--- src/rtl/read_ptr_empty_ctrl.sv ---
// Read-domain pointer and empty/level controller for a dual-clock FIFO.
// Consumes the rclk-synchronized Gray write pointer; all status outputs are registered.
module read_ptr_empty_ctrl #(
    parameter int ADDRESS_SIZE        = 4,
    parameter int ALMOST_EMPTY_THRESH = 2
) (
    input  logic                    rclk,
    input  logic                    rrst_n,
    input  logic                    rinc,
    input  logic [ADDRESS_SIZE:0]   rq2_write_ptr,
    input  logic                    underflow_clr,
    output logic [ADDRESS_SIZE-1:0] read_addr,
    output logic [ADDRESS_SIZE:0]   read_ptr,
    output logic                    rempty,
    output logic                    ralmost_empty,
    output logic [ADDRESS_SIZE:0]   rlevel,
    output logic                    runderflow
);

    localparam int PW = ADDRESS_SIZE + 1;
    localparam logic [PW-1:0] AE_THRESH = PW'(ALMOST_EMPTY_THRESH);

    function automatic logic [PW-1:0] bin2gray(input logic [PW-1:0] b);
        return b ^ (b >> 1);
    endfunction

    // MSB-down XOR prefix
    function automatic logic [PW-1:0] gray2bin(input logic [PW-1:0] g);
        logic [PW-1:0] b;
        b[PW-1] = g[PW-1];
        for (int i = PW - 2; i >= 0; i--) begin
            b[i] = b[i+1] ^ g[i];
        end
        return b;
    endfunction

    logic [PW-1:0] rbin_r;
    logic [PW-1:0] read_ptr_r;
    logic [PW-1:0] rlevel_r;
    logic          rempty_r;
    logic          ralmost_empty_r;
    logic          runderflow_r;

    logic          pop_s;
    logic [PW-1:0] rbin_next_s;
    logic [PW-1:0] rgray_next_s;
    logic [PW-1:0] wbin_s;
    logic [PW-1:0] level_next_s;
    logic          underflow_next_s;

    // Next-state pointer, level and sticky underflow computation
    always_comb begin
        pop_s        = rinc & ~rempty_r;
        rbin_next_s  = rbin_r + {{ADDRESS_SIZE{1'b0}}, pop_s};
        rgray_next_s = bin2gray(rbin_next_s);
        wbin_s       = gray2bin(rq2_write_ptr);
        level_next_s = wbin_s - rbin_next_s;
        // A new underflow event takes priority over a clear in the same cycle
        if (rinc && rempty_r) begin
            underflow_next_s = 1'b1;
        end else if (underflow_clr) begin
            underflow_next_s = 1'b0;
        end else begin
            underflow_next_s = runderflow_r;
        end
    end

    // Pointer and status registers, asynchronously reset to the empty state
    always_ff @(posedge rclk or negedge rrst_n) begin
        if (!rrst_n) begin
            rbin_r          <= {PW{1'b0}};
            read_ptr_r      <= {PW{1'b0}};
            rlevel_r        <= {PW{1'b0}};
            rempty_r        <= 1'b1;
            ralmost_empty_r <= 1'b1;
            runderflow_r    <= 1'b0;
        end else begin
            rbin_r          <= rbin_next_s;
            read_ptr_r      <= rgray_next_s;
            rlevel_r        <= level_next_s;
            rempty_r        <= (rgray_next_s == rq2_write_ptr);
            ralmost_empty_r <= (level_next_s <= AE_THRESH);
            runderflow_r    <= underflow_next_s;
        end
    end

    assign read_addr     = rbin_r[ADDRESS_SIZE-1:0];
    assign read_ptr      = read_ptr_r;
    assign rlevel        = rlevel_r;
    assign rempty        = rempty_r;
    assign ralmost_empty = ralmost_empty_r;
    assign runderflow    = runderflow_r;

endmodule

--- config.mk ---
export PLATFORM = sky130hd
export DESIGN_NAME = read_ptr_empty_ctrl
export DESIGN_NICKNAME = d
export VERILOG_FILES = /design/src/rtl/read_ptr_empty_ctrl.sv
export SDC_FILE = /design/constraint.sdc
export NUM_CORES = 1
export LEC_CHECK = 0
export CORE_ASPECT_RATIO = 1.4
export CORE_MARGIN = 2
export CORE_UTILIZATION = 45
export CTS_BUF_LIST = sky130_fd_sc_hd__clkbuf_4
export CTS_CLUSTER_DIAMETER = 120
export CTS_CLUSTER_SIZE = 10
export DETAILED_ROUTE_END_ITERATION = 8
export PLACE_DENSITY_LB_ADDON = 0.08
export RECOVER_POWER = 100
export SLEW_MARGIN = 10
export SYNTH_ARGS = -nofsm -noshare
export SYNTH_HDL_FRONTEND = slang
export SYNTH_SLANG_ARGS = --single-unit
--- constraint.sdc ---
create_clock -name rclk -period 2.71 [get_ports rclk]
set_input_delay 0.4065 -clock rclk [delete_from_list [all_inputs] [get_ports rclk]]
set_output_delay 0.4065 -clock rclk [all_outputs]
set_load 0.01 [all_outputs]
==> impl_metrics.env <==
export IMPL_status="finished clean"
export IMPL_max_cap_violations=0
export IMPL_seq_area_frac_synth_pct=46.91
export IMPL_ys_warnings_count=0
export IMPL_hold_violations=0
export IMPL_synth_async_reset_ratio_pct=100.0
export IMPL_core_area_sq_mm=0.001949
export IMPL_routedWlPerCell_um=13.54
export IMPL_yosys_top_cells_area="dfrtp_1 (41%), xnor2_1 (14%), ha_1 (8.2%)"
export IMPL_h_tree_depth=1
export IMPL_dpl_hpwl_mm=1.374
export IMPL_fmax_ghz=0.3867
export IMPL_clock_skew_ns=0.007663
export IMPL_row_count=19
export IMPL_numCtsBuffers=3
export IMPL_report_final_slew_viol_count=0
export IMPL_drive_above_1_share_pct=22.81
export IMPL_synth_xor_area_share_pct=25.51
export IMPL_worstSetupPathType="in2reg"
export IMPL_rrSetupSlack_ns=0.21
export IMPL_post_route_period_util_pct=95.42
export IMPL_drtIter0Drc=5
export IMPL_synthTopCellsByCount="dfrtp_1 (15), xnor2_1 (15), inv_1 (7)"
export IMPL_synth_compound_area_share_pct=6.584
export IMPL_max_slew_margin_pct=48.59
export IMPL_grt_pass1_vias=651
export IMPL_die_h_um=57.27
export IMPL_die_x_um=42.05
export IMPL_antenna_found_initial=0
export IMPL_io_pins=26
export IMPL_area_delta_synth_final_pct=47.33
export IMPL_holdPathStages=2
export IMPL_clock_sinks=17
export IMPL_syn_cell_area_sq_um=912.1
export IMPL_r2r_start="rempty"
export IMPL_holdWs_ns=0.5403
export IMPL_cts_tree="done"
export IMPL_min_to="runderflow"
export IMPL_min_from="runderflow"
export IMPL_setup_viol=0
export IMPL_ys_types=22
export IMPL_synth_fa_ha_area_share_pct=10.43
export IMPL_drc=0
export IMPL_fin_crit_ns=2.586
export IMPL_clk_path_buf_depth=2
export IMPL_min_path_type="reg2reg"
export IMPL_r2r_end="ralmost_empty"
export IMPL_endpoint_kind="flip-flop"
export IMPL_drt_pass1_iter_count=4
export IMPL_critPathRequiredTime_ns=2.92
export IMPL_insertion_delay_ns=0.31
export IMPL_fin_area_sq_mm=0.001344
export IMPL_ir_worst_vdd_v=0.0008421
export IMPL_p_leak_nw=0.6165
export IMPL_reg2regPathDepth=9
export IMPL_yosys_area_top_type="dfrtp_1"
export IMPL_synth_top_family_by_area="XOR/XNOR gates"
export IMPL_synth_seq_cells=17
export IMPL_vias=666
export IMPL_synth_edf_count=0
export IMPL_initial_core_util_pct=46.79
export IMPL_grt_pass1_wl_mm=2.863
export IMPL_die_area_sq_mm=0.002408
export IMPL_dpl_cell_area_sq_mm=0.001279
export IMPL_grt_remaining_overflow=0
export IMPL_synthMuxAreaShare_pct=0
export IMPL_synthSimpleGateAreaFrac_pct=6.036
export IMPL_grt_usage_pct=16.20
export IMPL_start_kind="primary input"
export IMPL_arrival_ns=2.80
export IMPL_viasPerCell=4.933
export IMPL_detail_route_wirelength_mm=1.828
export IMPL_gp_congestion=0.7538
export IMPL_powerDensity_mw_per_mm2=1434
export IMPL_syn_avg_cell_area_sq_um=12.49
export IMPL_cp_max_fo=2
export IMPL_holdBufCountCts=0
export IMPL_clk_pin_slew_ns=0.11
export IMPL_synth_flop_cell="dfrtp_1"
export IMPL_diodes=0
export IMPL_syn_inst=73
export IMPL_io_buffers=25
export IMPL_synth_fp_nets=89
export IMPL_critPathLaunch="rq2_write_ptr[2]"
export IMPL_ant_nets=0
export IMPL_worst_pin_slew_ns=0.7687
export IMPL_grt_max_degree=18
export IMPL_layout_nets=131
export IMPL_ctsRootBufferMaster="clkbuf_4"
export IMPL_netlist_area_leader_share_pct=41.15
## cell type report
class,instances,area (sq um)
well taps,21,26.28
multi-input cells,47,478.0
inverters,7,26.28
clock buffers,3,22.52
repair buffers,39,355.3
fillers,156,605.6
clock inverters,1,7.507
flip-flops and latches,17,427.9
## through the flow
| step | setup TNS, ns | setup slack (ns) | utilization (%) | cells | total power, mW |
|---|---|---|---|---|---|
| after floorplan | 0 | 0.1000 | - | 73 | 1.205 |
| after global placement | -0.4961 | -0.3291 | 65.60 | 131 | 1.694 |
| after detailed placement | -0.7992 | -0.4202 | 65.60 | 131 | 1.721 |
| after CTS | 0 | 0.05102 | 67.46 | 135 | 1.876 |
| after global routing | -0.08203 | -0.08203 | 68.93 | 135 | 2.080 |
| final | 0 | 0.1240 | 68.93 | 135 | 1.927 |
## placed cells by master, fill, tap and decap left out, types with 3 or more instances in the layout
cell type	count
buf_4	13
clkbuf_4	3
clkdlybuf4s50_1	21
dfrtp_1	15
ha_1	5
inv_1	7
xnor2_1	14
xor2_1	5
## cells by family after synthesis
| family | Yosys count |
|---|---|
| flip-flops | 17 |
| adder cells (fa/ha/maj) | 7 |
| AND/OR/NAND/NOR | 9 |
| XOR/XNOR | 23 |
| buffers and inverters | 9 |
| AO/OA/AOI/OAI | 8 |
## worst max-delay path: stages
cell	delay [ns]
dlygate4sd2_1	0.26
xor3_2	0.49
xor2_2	0.17
xnor2_1	0.18
ha_2	0.20
inv_1	0.07
fa_2	0.39
buf_4	0.15
xor2_1	0.17
a2111oi_2	0.31
## repair_timing
action	in CTS	in global routing
pin swaps	2	6
setup endpoints to repair	1	2
cloned	0	0
gates resized for setup	2	7
setup buffers	0	0
## metal layers
layer | track usage (%) | part of all wire (%)
met5 | 0 | 0
met4 | 6.696 | 1.5
met3 | 3.481 | 3.8
met2 | 29.02 | 54
met1 | 18.58 | 40
## power by group
group | total, mW | switching [mW] | internal [mW]
Combinational | 1.29 | 0.577 | 0.717
Clock | 0.146 | 0.0899 | 0.0564
Sequential | 0.486 | 0.0888 | 0.398
## how the worst max path moves through the flow
stage          cells after the start            end
4_1_cts                           10  ralmost_empty
3_3_place_gp                      10  ralmost_empty
6_report                          10  ralmost_empty
5_1_grt                           10  ralmost_empty
2_1_floorplan                      9  ralmost_empty
3_5_place_dp                      10  ralmost_empty
## flip-flops by register name, indices dropped and copies added, names as in the netlist
signal / cells
runderflow: 1
read_ptr: 4
rlevel: 5
rbin_r: 5
ralmost_empty: 1
rempty: 1
Note: power is estimated with default switching activity, not from simulation.
==> edit: new RTL, same settings <==
Register the output `runderflow` once more, cleared by the reset; this adds one clock of latency there. The other outputs are not delayed to match.
--- a/src/rtl/read_ptr_empty_ctrl.sv
+++ b/src/rtl/read_ptr_empty_ctrl.sv
@@ -89,7 +89,13 @@
     assign rlevel        = rlevel_r;
     assign rempty        = rempty_r;
     assign ralmost_empty = ralmost_empty_r;
-    assign runderflow    = runderflow_r;
+    always_ff @(posedge rclk or negedge rrst_n) begin
+        if (!rrst_n) begin
+            runderflow <= '0;
+        end else begin
+            runderflow <= runderflow_r;
+        end
+    end
 
 endmodule
 
Check against the original RTL: not equivalent (a bounded check fails within 4 cycles, from zero or initial values and one cycle with rrst_n low).
==> edit against the unedited design <==
  * Power rose by 0.91%
  * Worst setup slack improved by 0.045 ns
  * Global-route usage fell by 0.19 points
  * Hold slack got worse by 0.15 ns
  * Highest routed layer unchanged
  * Synthesized area rose by 2.7%
  * Wire length rose by 3.3%
  * Register-to-register slack improved by 0.06 ns
  * Sequential cell count rose by 1
  * Design area rose by 3.3%
==> edit: results <==
export IMPL_use_met3_pct=2.18
export IMPL_pwr_share_comb_pct=67.4
export IMPL_grt_pass1_vias=725
export IMPL_vdd_drop_max_mv=0.978
export IMPL_pg_clk_mw=0.131
export IMPL_fin_crit_ns=2.54
export IMPL_p_int_mw=1.19
export IMPL_holdPathStages=0
export IMPL_yosys_warnings=0
export IMPL_finalClockSkew_ns=0.00857
export IMPL_rr_startpoint="rempty"
export IMPL_wl_met2_microns=1010
export IMPL_r2r_slack_ns=0.27
export IMPL_synth_area_leaders="dfrtp_1 (43%), xnor2_1 (14%), ha_1 (8.0%), dfstp_2 (5.6%), xor2_1 (5.6%)"
export IMPL_grt_max_degree=19
export IMPL_gp_congestion=0.766
export IMPL_arrival_ns=2.74
export IMPL_dr_wl_met3_microns=77
export IMPL_grt_pass1_wl_microns=2970
export IMPL_p_leak_nw=0.656
export IMPL_placedCellCount=129
export IMPL_drtIter0Drc=10
export IMPL_wl_microns=1890
export IMPL_slew_headroom_pct=47.4
export IMPL_endpoint="ralmost_empty"
export IMPL_hold_start="runderflow_r"
export IMPL_status="finished clean"
export IMPL_crit_path_max_fanout=2
export IMPL_drt_pass1_iter_count=3
export IMPL_min_to="runderflow"
export IMPL_syn_nets=90
export IMPL_pwr_share_clk_pct=6.8
export IMPL_dpl_worst_slack_ns=-0.377
export IMPL_ys_seq_area_share_pct=48.3
export IMPL_via_per_inst=5.02
export IMPL_gr_usage_met1_pct=19.0
export IMPL_synth_common_cells="dfrtp_1 (16), xnor2_1 (15), inv_1 (7)"
export IMPL_grtUsageMet2_pct=28.1
export IMPL_async_reset_ff_share_pct=100
export IMPL_drive_gt1_share_pct=25.0
export IMPL_hpwlAfterDp_microns=1420
export IMPL_synth_avg_cell_area_sq_um=12.7
export IMPL_final_cells=137
export IMPL_grt_usage_pct=16.0
edit: per-stage QoR:
stage	cell area [sq um]	hold slack, ns
finish	1390	0.386
floorplan	937	0.111
global placement	1280	0.365
global route	1390	0.423
CTS	1310	0.391
detailed placement	1280	0.369
edit: cell type report:
type | instances | area, sq um
fillers | 160 | 586
multi-input cells | 47 | 488
flip-flops and latches | 18 | 453
repair buffers | 41 | 372
inverters | 7 | 26.3
well taps | 21 | 26.3
clock buffers | 3 | 22.5
edit: critical path, stage by stage:
cell and delay [ns]:
clkdlybuf4s50_1 0.50, xor3_1 0.29, xor2_2 0.18, buf_4 0.15, buf_4 0.13, ha_1 0.27
a21o_1 0.20, a21oi_2 0.16, xnor2_1 0.11, a2111oi_2 0.33
edit: cell families after synthesis:
family / synth area share [%]
xor+xnor: 24.8
buf+inv: 4.41
compound gates: 6.41
flops: 48.3
simple gates: 5.88
fa+ha+maj: 10.1
